File: src/rtl/colorbar_fifo_src.sv
// rtl/colorbar_fifo_src.sv - RGB565 8-bar colour frame source for the async pixel FIFO write port
// Optional feature: define COLORBAR_SCROLL_EN to shift the bars by one position per completed frame.
module colorbar_fifo_src #(
    parameter int DATASIZE   = 16,
    parameter int H_ACTIVE   = 480,
    parameter int V_ACTIVE   = 800,
    parameter int GAP_CYCLES = 16
) (
    input  logic                wclk,
    input  logic                wrst_n,
    input  logic                enable,
    input  logic                afull,
    input  logic                full,
    output logic [DATASIZE-1:0] wdata,
    output logic                wen,
    output logic                sof,
    output logic                eol,
    output logic                eof,
    output logic [7:0]          frame_cnt,
    output logic                busy
);

    localparam logic [11:0] X_LAST   = 12'(H_ACTIVE - 1);
    localparam logic [11:0] Y_LAST   = 12'(V_ACTIVE - 1);
    localparam logic [11:0] BAR_LAST = 12'(H_ACTIVE / 8 - 1);
    localparam logic [7:0]  GAP_LAST = 8'(GAP_CYCLES - 1);

    typedef enum logic [1:0] {IDLE, ACTIVE, GAP} state_t;

    state_t      state, state_nxt;
    logic [11:0] x, x_nxt, y, y_nxt, bar_cnt, bar_cnt_nxt;
    logic [2:0]  bar_idx, bar_idx_nxt, start_idx;
    logic [7:0]  gap_cnt, gap_cnt_nxt, frame_cnt_nxt;
    logic [15:0] colour;

`ifdef COLORBAR_SCROLL_EN
    assign start_idx = frame_cnt[2:0];
`else
    assign start_idx = 3'd0;
`endif

    always_ff @(posedge wclk) begin
        if (!wrst_n) begin
            state     <= IDLE;
            x         <= '0;
            y         <= '0;
            bar_cnt   <= '0;
            bar_idx   <= '0;
            gap_cnt   <= '0;
            frame_cnt <= '0;
            busy      <= 1'b0;
        end else begin
            state     <= state_nxt;
            x         <= x_nxt;
            y         <= y_nxt;
            bar_cnt   <= bar_cnt_nxt;
            bar_idx   <= bar_idx_nxt;
            gap_cnt   <= gap_cnt_nxt;
            frame_cnt <= frame_cnt_nxt;
            busy      <= (state_nxt != IDLE);
        end
    end

    always_comb begin
        colour = 16'h0000;
        case (bar_idx)
            3'd0: colour = 16'hFFFF;
            3'd1: colour = 16'hFFE0;
            3'd2: colour = 16'h07FF;
            3'd3: colour = 16'h07E0;
            3'd4: colour = 16'hF81F;
            3'd5: colour = 16'hF800;
            3'd6: colour = 16'h001F;
            default: colour = 16'h0000;
        endcase
    end

    // Write strobe and markers are combinational so back-pressure stalls with zero latency.
    assign wen   = (state == ACTIVE) && !afull && !full;
    assign wdata = wen ? DATASIZE'(colour) : '0;
    assign sof   = wen && (x == 12'd0) && (y == 12'd0);
    assign eol   = wen && (x == X_LAST);
    assign eof   = eol && (y == Y_LAST);

    always_comb begin
        state_nxt     = state;
        x_nxt         = x;
        y_nxt         = y;
        bar_cnt_nxt   = bar_cnt;
        bar_idx_nxt   = bar_idx;
        gap_cnt_nxt   = gap_cnt;
        frame_cnt_nxt = frame_cnt;
        case (state)
            IDLE: begin
                if (enable) begin
                    state_nxt   = ACTIVE;
                    x_nxt       = '0;
                    y_nxt       = '0;
                    bar_cnt_nxt = '0;
                    bar_idx_nxt = start_idx;
                end
            end
            ACTIVE: begin
                if (wen) begin
                    if (eol) begin
                        x_nxt       = '0;
                        bar_cnt_nxt = '0;
                        bar_idx_nxt = start_idx;
                        if (eof) begin
                            y_nxt         = '0;
                            gap_cnt_nxt   = '0;
                            frame_cnt_nxt = frame_cnt + 8'd1;
                            state_nxt     = GAP;
                        end else begin
                            y_nxt = y + 12'd1;
                        end
                    end else begin
                        x_nxt = x + 12'd1;
                        if (bar_cnt == BAR_LAST) begin
                            bar_cnt_nxt = '0;
                            bar_idx_nxt = bar_idx + 3'd1;
                        end else begin
                            bar_cnt_nxt = bar_cnt + 12'd1;
                        end
                    end
                end
            end
            GAP: begin
                gap_cnt_nxt = gap_cnt + 8'd1;
                // start_idx here already sees the incremented frame_cnt.
                if (gap_cnt == GAP_LAST) begin
                    state_nxt   = enable ? ACTIVE : IDLE;
                    x_nxt       = '0;
                    y_nxt       = '0;
                    bar_cnt_nxt = '0;
                    bar_idx_nxt = start_idx;
                end
            end
            default: state_nxt = IDLE;
        endcase
    end

endmodule

File: config.mk
export PLATFORM = sky130hd
export DESIGN_NAME = colorbar_fifo_src
export DESIGN_NICKNAME = d
export VERILOG_FILES = /design/src/rtl/colorbar_fifo_src.sv
export SDC_FILE = /design/constraint.sdc
export NUM_CORES = 1
export LEC_CHECK = 0
export BUFFER_PORTS_ARGS = -buffer_cell sky130_fd_sc_hd__buf_2
export CORE_ASPECT_RATIO = 1.1
export CORE_MARGIN = 2
export CORE_UTILIZATION = 40
export DETAILED_ROUTE_END_ITERATION = 10
export PLACE_DENSITY_LB_ADDON = 0.3
export SLEW_MARGIN = 40
export SYNTH_ARGS = -nofsm -noshare
export SYNTH_HDL_FRONTEND = slang
export SYNTH_SLANG_ARGS = --single-unit
File: constraint.sdc
create_clock -name wclk -period 5.4 [get_ports wclk]
set_input_delay 0.54 -clock wclk [delete_from_list [all_inputs] [get_ports wclk]]
set_output_delay 0.54 -clock wclk [all_outputs]
set_load 0.05 [all_outputs]
==> PnR_summary.wiki, run 1 <==
{| class="wikitable"
! Metric !! Value
|-
| First-pass GRT wire length || 11200 um
|-
| Crit Path Max Fanout || 11
|-
| Share of post-route cells with drive strength above 1 || 13.9%
|-
| Fmax || 0.309 GHz
|-
| Clock Root Buffer || sky130_fd_sc_hd__clkbuf_8
|-
| Number of max-slew violations in the final report || 0
|-
| Critical Path, Cell by Cell || or4b_1 -> clkinv_8 -> and4_1 -> nand2_1 -> clkinv_1 -> buf_2
|-
| Width of the die || 88.8 um
|-
| CTS clk-pin slew, worst paths || 60 ps
|-
| Fraction of post-synthesis cell area in the top cell type by area || 36.7%
|-
| Portion of total power attributed to the clock network || 42.2%
|-
| Hold path cells || 2
|-
| Total area of multi-input combinational cells || 0.00178 mm^2
|-
| Number of different library cells in the post-synthesis netlist || 49
|-
| Syn nets || 398
|-
| Total power divided by cell area || 252 mW/mm^2
|-
| Max_slew headroom || 43.5%
|-
| Share of power burned in registers || 49.5%
|-
| Routed wirelength normalized by instance count || 13.1 um
|-
| Share of async-settable or async-resettable flops after synthesis || 0%
|-
| Slowest stage cell on the critical path || sky130_fd_sc_hd__or4b_1
|-
| CTS tree || yes
|-
| Area growth from synthesis to layout || 10.5%
|-
| Aggregate routed wire length || 6720 um
|-
| Total core area || 0.00778 mm^2
|-
| Storage cell area || 0.00116 mm^2
|-
| Endpoint kind of the worst setup timing path || output pin
|-
| Min Tclk post-route || 3240 ps
|-
| Ys flop type || sky130_fd_sc_hd__dfxtp_1
|-
| # rows || 34
|-
| DIE HEIGHT || 97.2 um
|-
| Top post-synthesis cells by count || sky130_fd_sc_hd__dfxtp_1, sky130_fd_sc_hd__nor2_1, sky130_fd_sc_hd__nand2_1
|-
| Maximum cell stage delay along the critical path || 650 ps
|-
| Total Die Area || 0.00863 mm^2
|-
| Overall global routing resource usage || 16.2%
|-
| Status || finished clean
|-
| Crit-path leading delay family || simple AND/OR/NAND/NOR gates
|-
| Initial standard-cell utilization of the core || 40.6%
|-
| Unrepaired setup endpoints after global routing || no
|-
| Post-place setup slack || 2290 ps
|-
| Instance count of the mapped netlist || 381
|-
| Setup TNS || 0 ps
|-
| Number of clock sinks || 58
|-
| Worst hold path type || in -> reg
|-
| Count of state elements after synthesis || 58
|-
| Final estimated routing congestion in global placement || 0.836
|-
| Number of antenna violations at the first check in global routing || 0
|-
| Via total after detailed routing || 2722
|-
| Comb pwr share || 8.3%
|-
| Net count, final || 416
|-
| Dominant cell type by area after synthesis || sky130_fd_sc_hd__dfxtp_1
|-
| Number of hold buffers added after cts || 0
|-
| Number of synthesized flops with an enable pin || 0
|-
| Most numerous cell in the Yosys netlist || sky130_fd_sc_hd__dfxtp_1
|-
| Maximum number of pins on one net before global-route repair || 24
|-
| Number of nets with antenna violations after routing || 0
|-
| Number of max-capacitance violations reported || 0
|-
| Top cells by area in the synthesized netlist || sky130_fd_sc_hd__dfxtp_1, sky130_fd_sc_hd__xnor2_1, sky130_fd_sc_hd__nor2_1, sky130_fd_sc_hd__ha_1, sky130_fd_sc_hd__a21oi_1
|-
| Net switching power || 0.229 mW
|-
| Hold violation count in the final report || 0
|-
| Peak VDD IR || 79.6 uV
|-
| Endpoint of the worst register-to-register path || y[10]
|-
| Synth warn || 0
|-
| Seq/Total Area, Yosys || 36.7%
|-
| Clock insertion delay at the later pin of the skew report || 340 ps
|-
| Final WS setup || 2160 ps
|-
| Iteration-0 DRC Markers || 143
|-
| Final setup viols || 0
|-
| Worst-case clock skew || 5.08 ps
|-
| Num CTS Buffers || 9
|-
| Summed instance area of the synthesized netlist || 0.00316 mm^2
|-
| Port Buffer Count || 33
|-
| Count of cell instances traversed by the critical path || 6
|-
| Average instance area after synthesis || 8.30 um^2
|-
| Buf+Inv Stages, Crit Path || 3
|-
| Net switching share of the total power || 26.0%
|-
| Residual DRC count || 0
|-
| Buffer count from post-CTS setup fixing || 0
|-
| GRT Residual Overflow || 0
|-
| Startpoint class of the critical path || flip-flop
|-
| Source of the worst hold timing path || enable
|-
| Reg-to-reg slack, setup || 2500 ps
|-
| CTS H-Tree Depth || 3
|-
| Cell-internal power || 0.651 mW
|-
| Hold EP || state[0]
|-
| Post-CTS Resized || 0
|-
| Type of the worst setup path || reg -> out
|-
| Buffer levels on the longest clock path || 2
|-
| HPWL after DPL || 4670 um
|-
| Number of top-level design ports || 34
|-
| Worst-margin pin slew || 848 ps
|-
| Layout filler cell count || 756
|-
| Worst path arrival time || 2700 ps
|-
| Startpoint of the worst register-to-register path || state[0]
|-
| Vias per cell || 5.32
|-
| 1st-pass router iterations || 5
|-
| Number of antenna diodes || 0
|-
| Leak pwr || 1.28 nW
|-
| Period utilization || 60.0%
|-
| Number of cell instances on the worst register-to-register path || 5
|-
| Worst Path Required || 4860 ps
|-
| Number of global-route vias before repair || 2479
|}
-- power groups by stage --
stage          Combinational (mW)  Clock (mW)  Sequential [mW]
2_1_floorplan              0.0592           0            0.446
6_report                   0.0730       0.372            0.435
3_3_place_gp               0.0723           0            0.445
5_1_grt                    0.0790       0.403            0.436
4_1_cts                    0.0730       0.381            0.435
3_5_place_dp               0.0727           0            0.445
-- registers in the layout (all words and copies together), names as in the netlist --
name and flops:
y 12, frame_cnt 8, state 2, bar_cnt 12, busy 1, gap_cnt 8
x 12, bar_idx 3
-- placed cells by master (no fill, tap or decap), drive strengths merged, types with 2 or more instances in the layout --
master	count
buf	34
nand2b	4
dfxtp	58
o22ai	4
nand4	12
or4b	2
nor2	46
and3	7
nand3	20
or3	6
xor2	5
and4	4
o31ai	4
ha	12
nor4b	3
nor4	19
clkinv	5
nand4b	5
xnor2	23
mux2i	3
a21oi	25
or4	6
o21ai	11
nor3	10
and2	4
clkbuf	14
o21a	3
nand2	32
inv	11
-- kinds of logic (layout without fill, tap and decap cells) --
kind of cell | after synthesis | in the layout | synth area share (%)
and+or+nand+nor | 185 | 185 | 31.9
DFF | 58 | 58 | 36.7
AOI/OAI and AO/OA | 54 | 54 | 10.6
buffers and inverters | 41 | 64 | 7.24
xor gates and xnor gates | 28 | 28 | 7.76
adders and majority gates | 12 | 12 | 4.75
muxes | 3 | 3 | 0.950
-- stage by stage --
stage	instances	hold slack (ps)	total power, mW	cell area (um^2)	utilization [%]
2_1_floorplan	381	444	0.505	3160	-
3_3_place_gp	496	459	0.517	3310	42.5
3_5_place_dp	496	465	0.518	3310	42.5
4_1_cts	512	473	0.889	3490	44.8
5_1_grt	512	477	0.918	3490	44.9
6_report	512	473	0.880	3490	44.9
-- metal layers --
metal	global-route usage, %	up-vias	wire length, um
met1	21.4	1273	3300
met3	2.55	13	193
met2	25.3	58	3070
met5	0	-	0
li1	-	1378	-
met4	7.69	0	157
-- layout make-up --
type	count	area share (%)
multi-input cells	282	50.9
flip-flops and latches	58	33.2
repair buffers	34	4.94
clock inverters	2	0.287
clock buffers	14	4.94
well taps	108	3.87
inverters	14	1.86
-- worst max-delay path by stage --
stage | start | to | slack (ps)
2_1_floorplan | afull | sof | 1980
3_3_place_gp | afull | eof | 2340
3_5_place_dp | afull | y[7] | 2290
4_1_cts | state[0] | eof | 2150
5_1_grt | state[0] | eof | 2000
6_report | state[0] | eof | 2160
(Power assumes the default switching activity.)
==> run 2, diff against run 1 <==
==> constraint.sdc (replaced) <==
create_clock -name wclk -period 2.6 [get_ports wclk]
set_input_delay 0.26 -clock wclk [delete_from_list [all_inputs] [get_ports wclk]]
set_output_delay 0.26 -clock wclk [all_outputs]
set_load 0.05 [all_outputs]
==> run 2 against run 1 <==
Net effect:
- final cell count increased by 4.3%
- worst setup slack got worse by 2000 ps
- critical endpoint unchanged
- die area unchanged
- clock-buffer cell count decreased by 1
- clock power increased by 91%
- utilization increased by 2.0 points
- largest cell class unchanged
- flip-flop and latch count unchanged
- cell area increased by 4.5%
==> PnR_summary.wiki, run 2 (synthesis results as in run 1) <==
{| class="wikitable"
! Metric !! Value
|-
| Status || finished clean
|-
| Total core area || 0.00778 mm^2 (unchanged)
|-
| Num CTS Buffers || 9 (unchanged)
|-
| Startpoint class of the critical path || flip-flop
|-
| Number of max-slew violations in the final report || 0 (unchanged)
|-
| Type of the worst setup path || reg -> out
|-
| Post-layout total power || 1.79 mW (+100%)
|-
| Number of global-route vias before repair || 2478 (-0.040%)
|-
| Number of clock sinks || 58 (unchanged)
|-
| Leak pwr || 1.38 nW (+7.9%)
|-
| Buffer levels on the longest clock path || 2 (unchanged)
|-
| Crit-path leading delay family || simple AND/OR/NAND/NOR gates
|-
| Routed wirelength normalized by instance count || 12.9 um (-1.4%)
|-
| Via total after detailed routing || 2773 (+1.9%)
|-
| Total power divided by cell area || 490 mW/mm^2 (+95%)
|-
| First-pass GRT wire length || 11500 um (+2.6%)
|-
| Port Buffer Count || 33 (unchanged)
|-
| Period utilization || 95.3%
|-
| Maximum number of pins on one net before global-route repair || 23 (-4.2%)
|-
| Number of nets with antenna violations after routing || 0 (unchanged)
|-
| Placed cell areas || 0.00344 mm^2 (+4.1%)
|-
| Crit Path Max Fanout || 7 (-4)
|-
| Initial standard-cell utilization of the core || 40.6% (unchanged)
|-
| Final estimated routing congestion in global placement || 0.795 (-4.9%)
|-
| CTS H-Tree Depth || 3 (unchanged)
|-
| Area growth from synthesis to layout || 15.5%
|-
| Worst-case clock skew || 8.95 ps (+3.87 ps)
|-
| Vias per cell || 5.19 (-2.3%)
|-
| Overall global routing resource usage || 16.8% (+0.62 points)
|-
| Iteration-0 DRC Markers || 95 (-34%)
|-
| Total Die Area || 0.00863 mm^2 (unchanged)
|-
| Width of the die || 88.8 um (unchanged)
|-
| Worst hold path type || in -> reg
|-
| Number of hold buffers added after cts || 0 (unchanged)
|-
| Number of cell instances on the worst register-to-register path || 6 (+1)
|-
| Hold path cells || 2 (unchanged)
|-
| Final-layout worst hold slack || 207 ps (-266 ps)
|-
| HPWL after DPL || 4880 um (+4.4%)
|-
| Maximum cell stage delay along the critical path || 630 ps (-20 ps)
|-
| Net count, final || 438 (+5.3%)
|-
| Number of antenna violations at the first check in global routing || 0 (unchanged)
|-
| Hold violation count in the final report || 0 (unchanged)
|-
| Setup TNS || 0 ps (unchanged)
|-
| Cell count after placement || 513 (+3.4%)
|-
| Worst-margin pin slew || 728 ps (-120 ps)
|-
| Worst Path Required || 2340 ps (-2520 ps)
|-
| Endpoint kind of the worst setup timing path || output pin
|-
| Peak VDD IR || 192 uV (+140%)
|-
| CTS tree || yes
|-
| Number of max-capacitance violations reported || 0 (unchanged)
|-
| Non-Filler Instances || 534 (+4.3%)
|-
| Clock insertion delay at the later pin of the skew report || 340 ps (about the same)
|-
| Slowest stage cell on the critical path || sky130_fd_sc_hd__or4b_4
|-
| GRT Residual Overflow || 0 (unchanged)
|-
| Fmax || 0.404 GHz
|-
| Worst path arrival time || 2220 ps (-480 ps)
|-
| # rows || 34 (unchanged)
|-
| Critical Path, Cell by Cell || or4b_4 -> clkinv_8 -> and4_1 -> nand2_1 -> clkinvlp_4 -> buf_4
|-
| Aggregate routed wire length || 6910 um (+2.8%)
|-
| Residual DRC count || 0 (unchanged)
|-
| Share of post-route cells with drive strength above 1 || 18.5% (+4.7 points)
|-
| Number of top-level design ports || 34 (unchanged)
|-
| CTS clk-pin slew, worst paths || 60 ps (about the same)
|-
| Fin area || 0.00365 mm^2 (+4.5%)
|-
| DIE HEIGHT || 97.2 um (unchanged)
|-
| Number of antenna diodes || 0 (unchanged)
|-
| Clock Root Buffer || sky130_fd_sc_hd__clkbuf_8
|-
| Max_slew headroom || 51.5% (+8.0 points)
|-
| Min Tclk post-route || 2480 ps
|-
| Reg-to-reg slack, setup || 200 ps (-2300 ps)
|-
| Final setup viols || 0 (unchanged)
|-
| 1st-pass router iterations || 4 (-1)
|-
| Leading cell type in the layout, fill and taps excluded || sky130_fd_sc_hd__dfxtp_1
|-
| Count of cell instances traversed by the critical path || 6 (unchanged)
|-
| Highest-count cells in the layout ignoring fill and taps || sky130_fd_sc_hd__dfxtp_1, sky130_fd_sc_hd__nor2_1, sky130_fd_sc_hd__nand2_1, sky130_fd_sc_hd__buf_2, sky130_fd_sc_hd__a21oi_1
|-
| Registers with the most flip-flops || bar_cnt (12), x (12), y (12)
|-
| Buf+Inv Stages, Crit Path || 3 (unchanged)
|}
-- run 2: timing repair --
item	4_1_cts	5_1_grt
endpoints found under the hold margin	0	0
endpoints found under the setup margin	1	1
gates resized for setup	2	1
buffers inserted	0	5
-- run 2: metrics by stage --
step	utilization [%]	worst slack (ps)
global placement	44.2	178
global route	46.9	-5.11
floorplan	-	76.6
finish	46.9	123
detailed placement	44.2	104
CTS	46.4	5.97
-- run 2: worst paths after layout --
kind | from | endpoint
max | state[1] | eof
min | enable | state[0]
max reg2reg | state[1] | gap_cnt[7]
min reg2reg | bar_cnt[1] | bar_cnt[1]
-- run 2: final cells by class --
| type | instances | area [um^2] |
|---|---|---|
| Tap cell | 108 | 135 |
| Clock inverter | 3 | 15.0 |
| Multi-Input combinational cell | 282 | 1780 |
| Sequential cell | 58 | 1160 |
| Clock buffer | 13 | 149 |
| Fill cell | 767 | 4130 |
| Inverter | 14 | 68.8 |
| Timing Repair Buffer | 56 | 340 |
-- run 2: worst reg2reg max path, stage by stage (launching register included) --
cell and delay (ps):
sky130_fd_sc_hd__dfxtp_1 360, sky130_fd_sc_hd__or4b_4 630, sky130_fd_sc_hd__clkinv_8 80, sky130_fd_sc_hd__and4_1 280
sky130_fd_sc_hd__a21oi_1 260, sky130_fd_sc_hd__or4_1 560, sky130_fd_sc_hd__a21oi_1 150
-- run 2: routing by layer --
metal	track usage, %	wire length, um
met5	0	0
met4	5.59	89
met3	4.59	236
met2	26.1	3240
met1	22.2	3350
-- run 2: where the power goes --
| group | total (mW) | internal, mW | switching [mW] |
|---|---|---|---|
| sequential | 0.900 | 0.895 | 0.00429 |
| combinational | 0.178 | 0.0531 | 0.125 |
| clock | 0.712 | 0.368 | 0.344 |
